File: config.mk
export PLATFORM = sky130hd
export DESIGN_NAME = battleship_game_core
export DESIGN_NICKNAME = d
export VERILOG_FILES = /design/src/rtl/battleship_game_core.sv
export SDC_FILE = /design/constraint.sdc
export NUM_CORES = 1
export LEC_CHECK = 0
export CORE_ASPECT_RATIO = 0.5
export CORE_UTILIZATION = 36
export CTS_BUF_LIST = sky130_fd_sc_hd__clkbuf_8
export CTS_CLUSTER_DIAMETER = 50
export DETAILED_ROUTE_END_ITERATION = 8
export PLACE_DENSITY = 0.49
export REMOVE_ABC_BUFFERS = 1
export SLEW_MARGIN = 25
export SYNTH_ARGS = -nofsm -noshare
export SYNTH_HDL_FRONTEND = slang
export SYNTH_SLANG_ARGS = --single-unit
File: constraint.sdc
create_clock -name i_clk -period 4.1 [get_ports i_clk]
set_clock_uncertainty 0.2 [all_clocks]
set_input_delay 0.41 -clock i_clk [delete_from_list [all_inputs] [get_ports i_clk]]
set_output_delay 0.41 -clock i_clk [all_outputs]
set_load 0.05 [all_outputs]
File: src/rtl/battleship_game_core.sv
// Battleship game engine: owns both boards, cursor, ship placement, shot resolution,
// turn timer and win/lose detection; the renderer reads cells through a combinational port.
module battleship_game_core #(
    parameter int BOARD_N    = 5,
    parameter int MAX_SHIPS  = 5,
    parameter int TURN_TICKS = 10,
    parameter int WRAP       = 0,
    localparam int CW        = $clog2(BOARD_N),
    localparam int SW        = $clog2(MAX_SHIPS + 1)
) (
    input  logic          i_clk,
    input  logic          i_rst,
    input  logic          i_tick,
    input  logic          i_start,
    input  logic [SW-1:0] i_ships_req,
    input  logic          i_confirm,
    input  logic          i_move_up,
    input  logic          i_move_down,
    input  logic          i_move_left,
    input  logic          i_move_right,
    input  logic          i_fire,
    input  logic [CW-1:0] i_rd_i,
    input  logic [CW-1:0] i_rd_j,
    output logic [1:0]    o_rd_player_cell,
    output logic [1:0]    o_rd_pc_cell,
    output logic [2:0]    o_state,
    output logic [CW-1:0] o_cursor_i,
    output logic [CW-1:0] o_cursor_j,
    output logic [SW-1:0] o_ships_target,
    output logic [SW-1:0] o_ships_placed,
    output logic [SW-1:0] o_player_left,
    output logic [SW-1:0] o_pc_left,
    output logic          o_timeout
);

    localparam int TW = $clog2(TURN_TICKS + 1);

    localparam logic [2:0] S_IDLE     = 3'd0;
    localparam logic [2:0] S_DECIDE   = 3'd1;
    localparam logic [2:0] S_PLACE    = 3'd2;
    localparam logic [2:0] S_PC_PLACE = 3'd3;
    localparam logic [2:0] S_PLAYER   = 3'd4;
    localparam logic [2:0] S_PC_TURN  = 3'd5;
    localparam logic [2:0] S_WIN      = 3'd6;
    localparam logic [2:0] S_LOSE     = 3'd7;

    localparam logic [1:0] C_EMPTY = 2'b00;
    localparam logic [1:0] C_SHIP  = 2'b01;
    localparam logic [1:0] C_MISS  = 2'b10;
    localparam logic [1:0] C_HIT   = 2'b11;

    localparam logic [CW:0]   LP_N     = (CW + 1)'(BOARD_N);
    localparam logic [CW-1:0] LP_LAST  = CW'(BOARD_N - 1);
    localparam logic [SW-1:0] LP_MAXS  = SW'(MAX_SHIPS);
    localparam logic [TW-1:0] LP_TLAST = TW'(TURN_TICKS - 1);
    localparam logic [7:0]    LP_SEED  = 8'h01;

    logic [1:0]    r_pl [BOARD_N][BOARD_N];
    logic [1:0]    r_pc [BOARD_N][BOARD_N];
    logic [2:0]    r_state;
    logic [CW-1:0] r_ci;
    logic [CW-1:0] r_cj;
    logic [SW-1:0] r_target;
    logic [SW-1:0] r_placed;
    logic [SW-1:0] r_pleft;
    logic [SW-1:0] r_cleft;
    logic [TW-1:0] r_timer;
    logic          r_timeout;
    logic [7:0]    r_lfsr;

    logic [2:0]    w_state_nx;
    logic [CW-1:0] w_ci_nx;
    logic [CW-1:0] w_cj_nx;
    logic [SW-1:0] w_target_nx;
    logic [SW-1:0] w_placed_nx;
    logic [SW-1:0] w_pleft_nx;
    logic [SW-1:0] w_cleft_nx;
    logic [TW-1:0] w_timer_nx;
    logic [TW-1:0] w_timer_d;
    logic          w_timeout_nx;
    logic          w_clear;
    logic          w_pl_we;
    logic [CW-1:0] w_pl_wi;
    logic [CW-1:0] w_pl_wj;
    logic [1:0]    w_pl_wd;
    logic          w_pc_we;
    logic [CW-1:0] w_pc_wi;
    logic [CW-1:0] w_pc_wj;
    logic [1:0]    w_pc_wd;

    logic [CW-1:0] w_cand_i;
    logic [CW-1:0] w_cand_j;
    logic          w_cand_ok;
    logic          w_rd_ok;
    logic [1:0]    w_pl_cur;
    logic [1:0]    w_pc_cur;
    logic [1:0]    w_pl_cand;
    logic [1:0]    w_pc_cand;

    function automatic logic [CW-1:0] f_dec(input logic [CW-1:0] v);
        logic [CW-1:0] r;
        if (v == {CW{1'b0}}) begin
            if (WRAP != 0) r = LP_LAST;
            else           r = v;
        end else begin
            r = v - CW'(1);
        end
        return r;
    endfunction

    function automatic logic [CW-1:0] f_inc(input logic [CW-1:0] v);
        logic [CW-1:0] r;
        if (v == LP_LAST) begin
            if (WRAP != 0) r = {CW{1'b0}};
            else           r = v;
        end else begin
            r = v + CW'(1);
        end
        return r;
    endfunction

    function automatic logic [SW-1:0] f_clamp(input logic [SW-1:0] v);
        logic [SW-1:0] r;
        if (v == {SW{1'b0}})  r = SW'(1);
        else if (v > LP_MAXS) r = LP_MAXS;
        else                  r = v;
        return r;
    endfunction

    // The LFSR window doubles as the PC's random (row, column) pick
    assign w_cand_i  = r_lfsr[CW-1:0];
    assign w_cand_j  = r_lfsr[2*CW-1:CW];
    assign w_cand_ok = ({1'b0, w_cand_i} < LP_N) && ({1'b0, w_cand_j} < LP_N);
    assign w_rd_ok   = ({1'b0, i_rd_i} < LP_N) && ({1'b0, i_rd_j} < LP_N);
    assign w_pl_cur  = r_pl[r_ci][r_cj];
    assign w_pc_cur  = r_pc[r_ci][r_cj];
    assign w_pl_cand = w_cand_ok ? r_pl[w_cand_i][w_cand_j] : C_EMPTY;
    assign w_pc_cand = w_cand_ok ? r_pc[w_cand_i][w_cand_j] : C_EMPTY;

    assign o_rd_player_cell = w_rd_ok ? r_pl[i_rd_i][i_rd_j] : C_EMPTY;
    assign o_rd_pc_cell     = w_rd_ok ? r_pc[i_rd_i][i_rd_j] : C_EMPTY;

    // Next-state, counter and board-write decisions
    always_comb begin
        w_state_nx   = r_state;
        w_ci_nx      = r_ci;
        w_cj_nx      = r_cj;
        w_target_nx  = r_target;
        w_placed_nx  = r_placed;
        w_pleft_nx   = r_pleft;
        w_cleft_nx   = r_cleft;
        w_timer_nx   = r_timer;
        w_timeout_nx = 1'b0;
        w_clear      = 1'b0;
        w_pl_we      = 1'b0;
        w_pl_wi      = r_ci;
        w_pl_wj      = r_cj;
        w_pl_wd      = C_EMPTY;
        w_pc_we      = 1'b0;
        w_pc_wi      = r_ci;
        w_pc_wj      = r_cj;
        w_pc_wd      = C_EMPTY;

        if ((r_state == S_PLACE) || (r_state == S_PLAYER)) begin
            if (i_move_up)         w_ci_nx = f_dec(r_ci);
            else if (i_move_down)  w_ci_nx = f_inc(r_ci);
            else if (i_move_left)  w_cj_nx = f_dec(r_cj);
            else if (i_move_right) w_cj_nx = f_inc(r_cj);
            else                   w_ci_nx = r_ci;
        end else begin
            w_ci_nx = r_ci;
        end

        case (r_state)
            S_IDLE: begin
                w_clear = 1'b1;
                if (i_start) w_state_nx = S_DECIDE;
                else         w_state_nx = S_IDLE;
            end
            S_DECIDE: begin
                if (i_confirm) begin
                    w_target_nx = f_clamp(i_ships_req);
                    w_state_nx  = S_PLACE;
                end else begin
                    w_state_nx = r_state;
                end
            end
            S_PLACE: begin
                if (i_confirm && (w_pl_cur == C_EMPTY)) begin
                    w_pl_we     = 1'b1;
                    w_pl_wd     = C_SHIP;
                    w_placed_nx = r_placed + SW'(1);
                    if (w_placed_nx == r_target) begin
                        w_pleft_nx = r_target;
                        w_state_nx = S_PC_PLACE;
                    end else begin
                        w_state_nx = r_state;
                    end
                end else begin
                    w_state_nx = r_state;
                end
            end
            S_PC_PLACE: begin
                w_pc_wi = w_cand_i;
                w_pc_wj = w_cand_j;
                if (r_cleft == r_target) begin
                    w_state_nx = S_PLAYER;
                end else if (w_cand_ok && (w_pc_cand == C_EMPTY)) begin
                    w_pc_we    = 1'b1;
                    w_pc_wd    = C_SHIP;
                    w_cleft_nx = r_cleft + SW'(1);
                    if (w_cleft_nx == r_target) w_state_nx = S_PLAYER;
                    else                        w_state_nx = r_state;
                end else begin
                    w_state_nx = r_state;
                end
            end
            S_PLAYER: begin
                if (i_fire && (w_pc_cur == C_EMPTY)) begin
                    w_pc_we    = 1'b1;
                    w_pc_wd    = C_MISS;
                    w_state_nx = S_PC_TURN;
                end else if (i_fire && (w_pc_cur == C_SHIP)) begin
                    w_pc_we    = 1'b1;
                    w_pc_wd    = C_HIT;
                    w_cleft_nx = r_cleft - SW'(1);
                    if (r_cleft == SW'(1)) w_state_nx = S_WIN;
                    else                   w_state_nx = S_PC_TURN;
                end else if (i_tick) begin
                    // A repeated shot is ignored, so the timer keeps counting through it
                    if (r_timer >= LP_TLAST) begin
                        w_timeout_nx = 1'b1;
                        w_state_nx   = S_PC_TURN;
                    end else begin
                        w_timer_nx = r_timer + TW'(1);
                    end
                end else begin
                    w_state_nx = r_state;
                end
            end
            S_PC_TURN: begin
                w_pl_wi = w_cand_i;
                w_pl_wj = w_cand_j;
                if (w_pl_cand == C_EMPTY && w_cand_ok) begin
                    w_pl_we    = 1'b1;
                    w_pl_wd    = C_MISS;
                    w_state_nx = S_PLAYER;
                end else if (w_pl_cand == C_SHIP) begin
                    w_pl_we    = 1'b1;
                    w_pl_wd    = C_HIT;
                    w_pleft_nx = r_pleft - SW'(1);
                    if (r_pleft == SW'(1)) w_state_nx = S_LOSE;
                    else                   w_state_nx = S_PLAYER;
                end else begin
                    w_state_nx = r_state;
                end
            end
            S_WIN, S_LOSE: begin
                if (i_start) begin
                    w_clear    = 1'b1;
                    w_state_nx = S_IDLE;
                end else begin
                    w_state_nx = r_state;
                end
            end
            default: begin
                w_state_nx = S_IDLE;
            end
        endcase
    end

    assign w_timer_d = ((w_state_nx == S_PLAYER) && (r_state != S_PLAYER)) ? {TW{1'b0}} : w_timer_nx;

    // FSM state, cursor, counters and timeout pulse
    always_ff @(posedge i_clk) begin
        if (i_rst) begin
            r_state   <= S_IDLE;
            r_ci      <= {CW{1'b0}};
            r_cj      <= {CW{1'b0}};
            r_target  <= {SW{1'b0}};
            r_placed  <= {SW{1'b0}};
            r_pleft   <= {SW{1'b0}};
            r_cleft   <= {SW{1'b0}};
            r_timer   <= {TW{1'b0}};
            r_timeout <= 1'b0;
        end else begin
            r_state   <= w_state_nx;
            r_timeout <= w_timeout_nx;
            if (w_clear) begin
                r_ci     <= {CW{1'b0}};
                r_cj     <= {CW{1'b0}};
                r_target <= {SW{1'b0}};
                r_placed <= {SW{1'b0}};
                r_pleft  <= {SW{1'b0}};
                r_cleft  <= {SW{1'b0}};
                r_timer  <= {TW{1'b0}};
            end else begin
                r_ci     <= w_ci_nx;
                r_cj     <= w_cj_nx;
                r_target <= w_target_nx;
                r_placed <= w_placed_nx;
                r_pleft  <= w_pleft_nx;
                r_cleft  <= w_cleft_nx;
                r_timer  <= w_timer_d;
            end
        end
    end

    // Board storage: single-cell writes, bulk clear on reset or entering IDLE
    always_ff @(posedge i_clk) begin
        if (i_rst || w_clear) begin
            for (int a = 0; a < BOARD_N; a++) begin
                for (int b = 0; b < BOARD_N; b++) begin
                    r_pl[a][b] <= C_EMPTY;
                    r_pc[a][b] <= C_EMPTY;
                end
            end
        end else begin
            if (w_pl_we) r_pl[w_pl_wi][w_pl_wj] <= w_pl_wd;
            if (w_pc_we) r_pc[w_pc_wi][w_pc_wj] <= w_pc_wd;
        end
    end

    // Free-running x^8+x^6+x^5+x^4+1 Fibonacci LFSR
    always_ff @(posedge i_clk) begin
        if (i_rst) r_lfsr <= LP_SEED;
        else       r_lfsr <= {r_lfsr[6:0], r_lfsr[7] ^ r_lfsr[5] ^ r_lfsr[4] ^ r_lfsr[3]};
    end

    assign o_state        = r_state;
    assign o_cursor_i     = r_ci;
    assign o_cursor_j     = r_cj;
    assign o_ships_target = r_target;
    assign o_ships_placed = r_placed;
    assign o_player_left  = r_pleft;
    assign o_pc_left      = r_cleft;
    assign o_timeout      = r_timeout;

endmodule

==> results of run 1 <==
## cell type report
type	count	share of cell area, %
antenna	1	0.0186
timing repair buffer	112	7.58
sequential	197	41.2
inverter	26	0.725
tap	432	4.01
clock inverter	15	0.985
multi-input combinational	823	43.7
clock buffer	17	1.74
## cells in the final DEF, fill, tap and decap left out, types with 6 or more instances in the layout
master	netlist	layout
a22oi_1	16	16
nor2b_1	14	14
nor3b_1	8	7
o21ai_1	1	8
o22ai_1	6	6
clkdlybuf4s50_1	0	38
and2_1	7	7
buf_4	1	66
nand2b_1	10	10
a21oi_1	47	47
dfxtp_1	37	35
nand2_1	79	79
buf_12	2	7
clkbuf_8	0	17
inv_1	26	27
nor2_1	179	178
edfxtp_1	160	160
a211oi_1	10	10
or2_2	11	11
o31ai_1	6	6
xnor2_1	15	15
nand4_1	8	8
mux4_2	48	48
xor2_1	10	10
mux2i_1	90	90
o21ai_0	63	56
or3_1	11	11
o221ai_1	8	8
nor3_1	66	65
ha_1	9	9
nand3_1	20	20
## final timing paths
path,from,endpoint,slack [ns],depth (start not counted)
setup / recovery,flip-flop,r_pl[2][8],0.15,11
hold reg to reg,r_lfsr[6],r_lfsr[7],0.26,1
hold / removal,r_lfsr[6],r_lfsr[7],0.26,1
setup reg to reg,flip-flop,r_pl[2][8],0.15,11
## worst max-delay path, stage by stage, from the launching register on
cell	delay, ns
dfxtp_2	0.56
or4b_2	0.63
o41ai_1	0.09
nor3_1	0.12
nor4bb_1	0.44
a31o_2	0.27
a21oi_1	0.09
buf_4	0.17
nor3b_1	0.18
buf_4	0.17
nand2_1	0.27
o21ai_0	0.43
## sequential cells by signal, summed over array words and instances, names as in the netlist, named ones only
signal,flops
o_cursor_i,3
o_player_left,3
r_pl,80
o_cursor_j,3
o_pc_left,3
r_timer,4
o_ships_target,3
o_ships_placed,3
r_pc,80
r_lfsr,8
o_state,3
o_timeout,1
## metal layers
metal  up-vias  part of all wire [%]
li1       4300                     -
met1      4843                    46
met2       413                    43
met3        66                   7.7
met4         0                   2.5
met5         -                     0
## cells by family (layout without fill, tap and decap cells)
kind of cell,after synthesis,after routing,synth area share (%)
compound gates,200,200,10.8
xor+xnor,25,25,1.84
fa+ha+maj,11,11,1.28
buf+inv,108,170,4.02
flops,197,197,46.6
mux,146,146,18.0
other cells,0,1,0
simple gates,441,441,17.4
## power breakdown
group,internal [mW],switching (mW),total (mW)
logic,0.231,0.316,0.547
registers,2.21,0.0706,2.29
clock network,0.484,0.766,1.25
## per-stage QoR
stage / setup slack (ns) / power, mW / cells / util [%]
6_report: 0.151 / 4.08 / 1623 / 41.9
2_1_floorplan: -1.39 / 2.62 / 1046 / -
4_1_cts: 0.149 / 4.09 / 1622 / 41.9
5_1_grt: -0.103 / 4.21 / 1622 / 41.9
3_3_place_gp: 0.160 / 2.86 / 1590 / 40.8
3_5_place_dp: 0.147 / 2.87 / 1590 / 40.8
==> impl_metrics.json, run 1 <==
{
  "yosysTopAreaCell": "edfxtp_1",
  "met1_usage_pct": 34.0,
  "use_met2_pct": 36.9,
  "postSynth.asyncResetShare_pct": 0,
  "multiInputGateArea_um2": 5890,
  "fp-row-count": 46,
  "period_share_pct": 96.3,
  "leakagePower_nw": 4.63,
  "setup_tns_ns": 0,
  "syn-cell-area_um2": 11900,
  "grtUsageMet3_pct": 5.48,
  "grt_setup_unrepaired": "yes",
  "grt_usage_pct": 24.1,
  "cts_buffers": 17,
  "gp_congestion": 0.943,
  "outcome": "finished, final reports clean",
  "peakVddDrop_v": 0.000199,
  "grt_pass1_wl_um": 59200,
  "hold_viol": 0,
  "dr.pass1.iters": 5,
  "worstMarginPinSlew_ns": 0.992,
  "cts_tree": "built",
  "synth_edf_count": 160,
  "cts_resized": 0,
  "netlist_instances": 1128,
  "clk_path_buf_depth": 2,
  "die_area_um2": 33800,
  "pin_count": 45,
  "worst-endpoint-required_ns": 4.09,
  "cts_sinks": 197,
  "hp-class": "reg2reg",
  "post-route-min-period_ns": 3.95,
  "insertion_delay_ns": 0.52,
  "die_w_um": 259,
  "top_usage_layer": "met2",
  "ys_warn_count": 0,
  "place_area_um2": 13100,
  "synth_ff_type": "edfxtp_1",
  "drtAntennaViolNets": 0,
  "setup_viol": 0,
  "seq_area_um2": 5550,
  "vias": 9622,
  "synth_seq_cells": 197,
  "criticalPathCategory": "reg2reg",
  "cellPowerDensity_nw_per_um2": 303,
  "nFillCells": 3129,
  "postCtsHoldBufs": 0,
  "avgSynthCellArea_um2": 10.5,
  "antenna_found_initial": 0,
  "drt_iter0_markers": 1151,
  "coreArea_um2": 32100,
  "vias_per_cell": 5.93,
  "hold_slack_ns": 0.261,
  "maxCapViolations": 0,
  "slew_headroom_pct": 33.2,
  "wl_um": 39800,
  "yosysTopAreaCellShare_pct": 40.4,
  "synth_area_leaders": "edfxtp_1, mux4_2, mux2i_1, dfxtp_1, nor2_1",
  "crit_arrival_ns": 3.94,
  "start_util_pct": 37.1,
  "endpoint_kind": "flip-flop",
  "wl_per_cell_um": 24.5,
  "crit_path_max_fanout": 17,
  "slew_violations": 0,
  "final_area_um2": 13500,
  "globalRouteOverflowTotal": 0,
  "drc_errors": 0,
  "synth.distinct_cells": 75,
  "cts_setup_buffers": 0,
  "htree_levels": 4,
  "fmax_ghz": 0.253,
  "clockRootBuffer": "clkbuf_8",
  "drive_above_1_share_pct": 15.9,
  "yosysMostFrequentCell": "nor2_1",
  "hpwl_um": 30800,
  "area_growth_pct": 13.2,
  "io_buffers": 44,
  "grt_pass1_vias": 9339,
  "yosysSeqAreaShare_pct": 46.6,
  "num-nets-final": 1207,
  "cp-start-kind": "flip-flop",
  "die_h_um": 131,
  "netlist_top_cells_count": "nor2_1, edfxtp_1, mux2i_1, nand2_1, nor3_1",
  "cts.clk_slew.worst_paths_ns": 0.10,
  "grt_max_degree": 33
}
No activity file was read; power rests on OpenSTA's default activity.
==> run 2: changes to the inputs <==
==> constraint.sdc (replaced) <==
create_clock -name i_clk -period 3.65 [get_ports i_clk]
set_clock_uncertainty 0.2 [all_clocks]
set_input_delay 0.365 -clock i_clk [delete_from_list [all_inputs] [get_ports i_clk]]
set_output_delay 0.365 -clock i_clk [all_outputs]
set_load 0.05 [all_outputs]
==> impl_metrics.json, run 2 (synthesis results as in run 1) <==
{
  "power_frac_clock_pct": 31.8,
  "place_area_um2": 13400,
  "pin_count": 45,
  "intPower_mw": 3.39,
  "grt_max_degree": 29,
  "wl_per_cell_um": 23.9,
  "antenna_found_initial": 0,
  "use_met2_pct": 37.8,
  "wl_um": 39500,
  "gp_congestion": 0.980,
  "slew_violations": 0,
  "leakagePower_nw": 4.80,
  "hpwl_um": 31000,
  "slew_headroom_pct": 55.8,
  "grt_pass1_vias": 9374,
  "dr.pass1.iters": 7,
  "period_share_pct": 96.8,
  "top_usage_layer": "met2",
  "swShare_pct": 27.9,
  "die_h_um": 131,
  "outcome": "finished, final reports clean",
  "fin_ws_ns": 0.117,
  "clockRootBuffer": "clkbuf_8",
  "grt_setup_unrepaired": "no",
  "worst-endpoint-required_ns": 3.66,
  "nFillCells": 3090,
  "area_growth_pct": 15.9,
  "insertion_delay_ns": 0.52,
  "cts_tree": "built",
  "die_area_um2": 33800,
  "hold_viol": 0,
  "crit_arrival_ns": 3.54,
  "final_area_um2": 13800,
  "drc_errors": 0,
  "setup_viol": 0,
  "drtAntennaViolNets": 0,
  "hp-class": "in2reg",
  "cp-start-kind": "flip-flop",
  "endpoint_kind": "flip-flop",
  "coreArea_um2": 32100,
  "htree_levels": 4,
  "start_util_pct": 37.1,
  "p_switching_mw": 1.31,
  "drive_above_1_share_pct": 18.6,
  "vias_per_cell": 5.79,
  "comb_power_share_pct": 13.7,
  "post-route-min-period_ns": 3.53,
  "reg_top3": "r_pc x80, r_pl x80, r_lfsr x8",
  "pre_cts_ws_ns": 0.0355,
  "clk_path_buf_depth": 2,
  "grtUsageMet3_pct": 5.79,
  "crit_path_max_fanout": 5,
  "cts_setup_buffers": 0,
  "met1_usage_pct": 32.7,
  "cts_buffers": 17,
  "io_buffers": 44,
  "num-nets-final": 1235,
  "postCtsHoldBufs": 0,
  "vias": 9559,
  "fp-row-count": 46,
  "criticalPathCategory": "reg2reg",
  "seqPwrFrac_pct": 54.5,
  "grt_usage_pct": 24.0,
  "worstMarginPinSlew_ns": 0.663,
  "drt_iter0_markers": 935,
  "die_w_um": 259,
  "fmax_ghz": 0.283,
  "cts.clk_slew.worst_paths_ns": 0.11,
  "most-common-layout-cells": "nor2_1, edfxtp_1, mux2i_1, buf_4, nand2_1",
  "cts_sinks": 197,
  "globalRouteOverflowTotal": 0,
  "maxCapViolations": 0,
  "peakVddDrop_v": 0.000232,
  "cts_resized": 0,
  "cellPowerDensity_nw_per_um2": 341,
  "grt_pass1_wl_um": 58700,
  "final_common_cell": "nor2_1"
}
[run 2: final timing paths]
kind | start | end | slack [ns] | cells after the start
max | r_pl[6][2] | r_pl[5][0] | 0.12 | 10
min | i_ships_req[0] | o_ships_target[0] | 0.22 | 3
max reg2reg | r_pl[6][2] | r_pl[5][0] | 0.12 | 10
min reg2reg | r_lfsr[6] | r_lfsr[7] | 0.23 | 1
[run 2: through the flow]
step | util (%) | TNS, ns | std cells | hold WS, ns | power [mW]
finish | 42.9 | 0 | 1651 | 0.223 | 4.70
global route | 42.9 | 0 | 1650 | 0.246 | 4.86
detailed placement | 41.6 | 0 | 1618 | 0.220 | 3.24
global placement | 41.6 | 0 | 1618 | 0.224 | 3.23
floorplan | - | -418.07 | 1046 | 0.214 | 2.94
CTS | 42.8 | 0 | 1650 | 0.190 | 4.73
[run 2: power groups by stage]
stage	combinational, mW	clock, mW	sequential [mW]
6_report	0.644	1.50	2.56
5_1_grt	0.685	1.60	2.57
3_5_place_dp	0.629	0	2.61
4_1_cts	0.632	1.53	2.56
2_1_floorplan	0.340	0	2.60
3_3_place_gp	0.626	0	2.61
[run 2: worst max-delay path, stage by stage (launching register included)]
cell      delay [ns]
edfxtp_1        0.44
or4b_2          0.67
o41ai_1         0.08
nor3_1          0.12
nor4bb_2        0.35
a31o_2          0.27
a21oi_1         0.11
buf_4           0.18
or3_1           0.32
and2_1          0.25
nor2_1          0.23
[run 2: layout make-up]
class                   instances  area, µm²  share of cell area (%)
multi-input cells             823       5920                    42.9
repair buffers                140       1280                    9.29
diodes                          1       2.50                  0.0181
clock buffers                  17        234                    1.70
flip-flops and latches        197       5550                    40.3
inverters                      26       97.6                   0.708
clock inverters                15        166                    1.21
well taps                     432        541                    3.92
[run 2: layer usage]
metal  routed length, µm  vias up
met5                   0        -
met1               18200     4790
met2               17700      347
met4                 845        0
li1                    -     4368
met3                2780       54
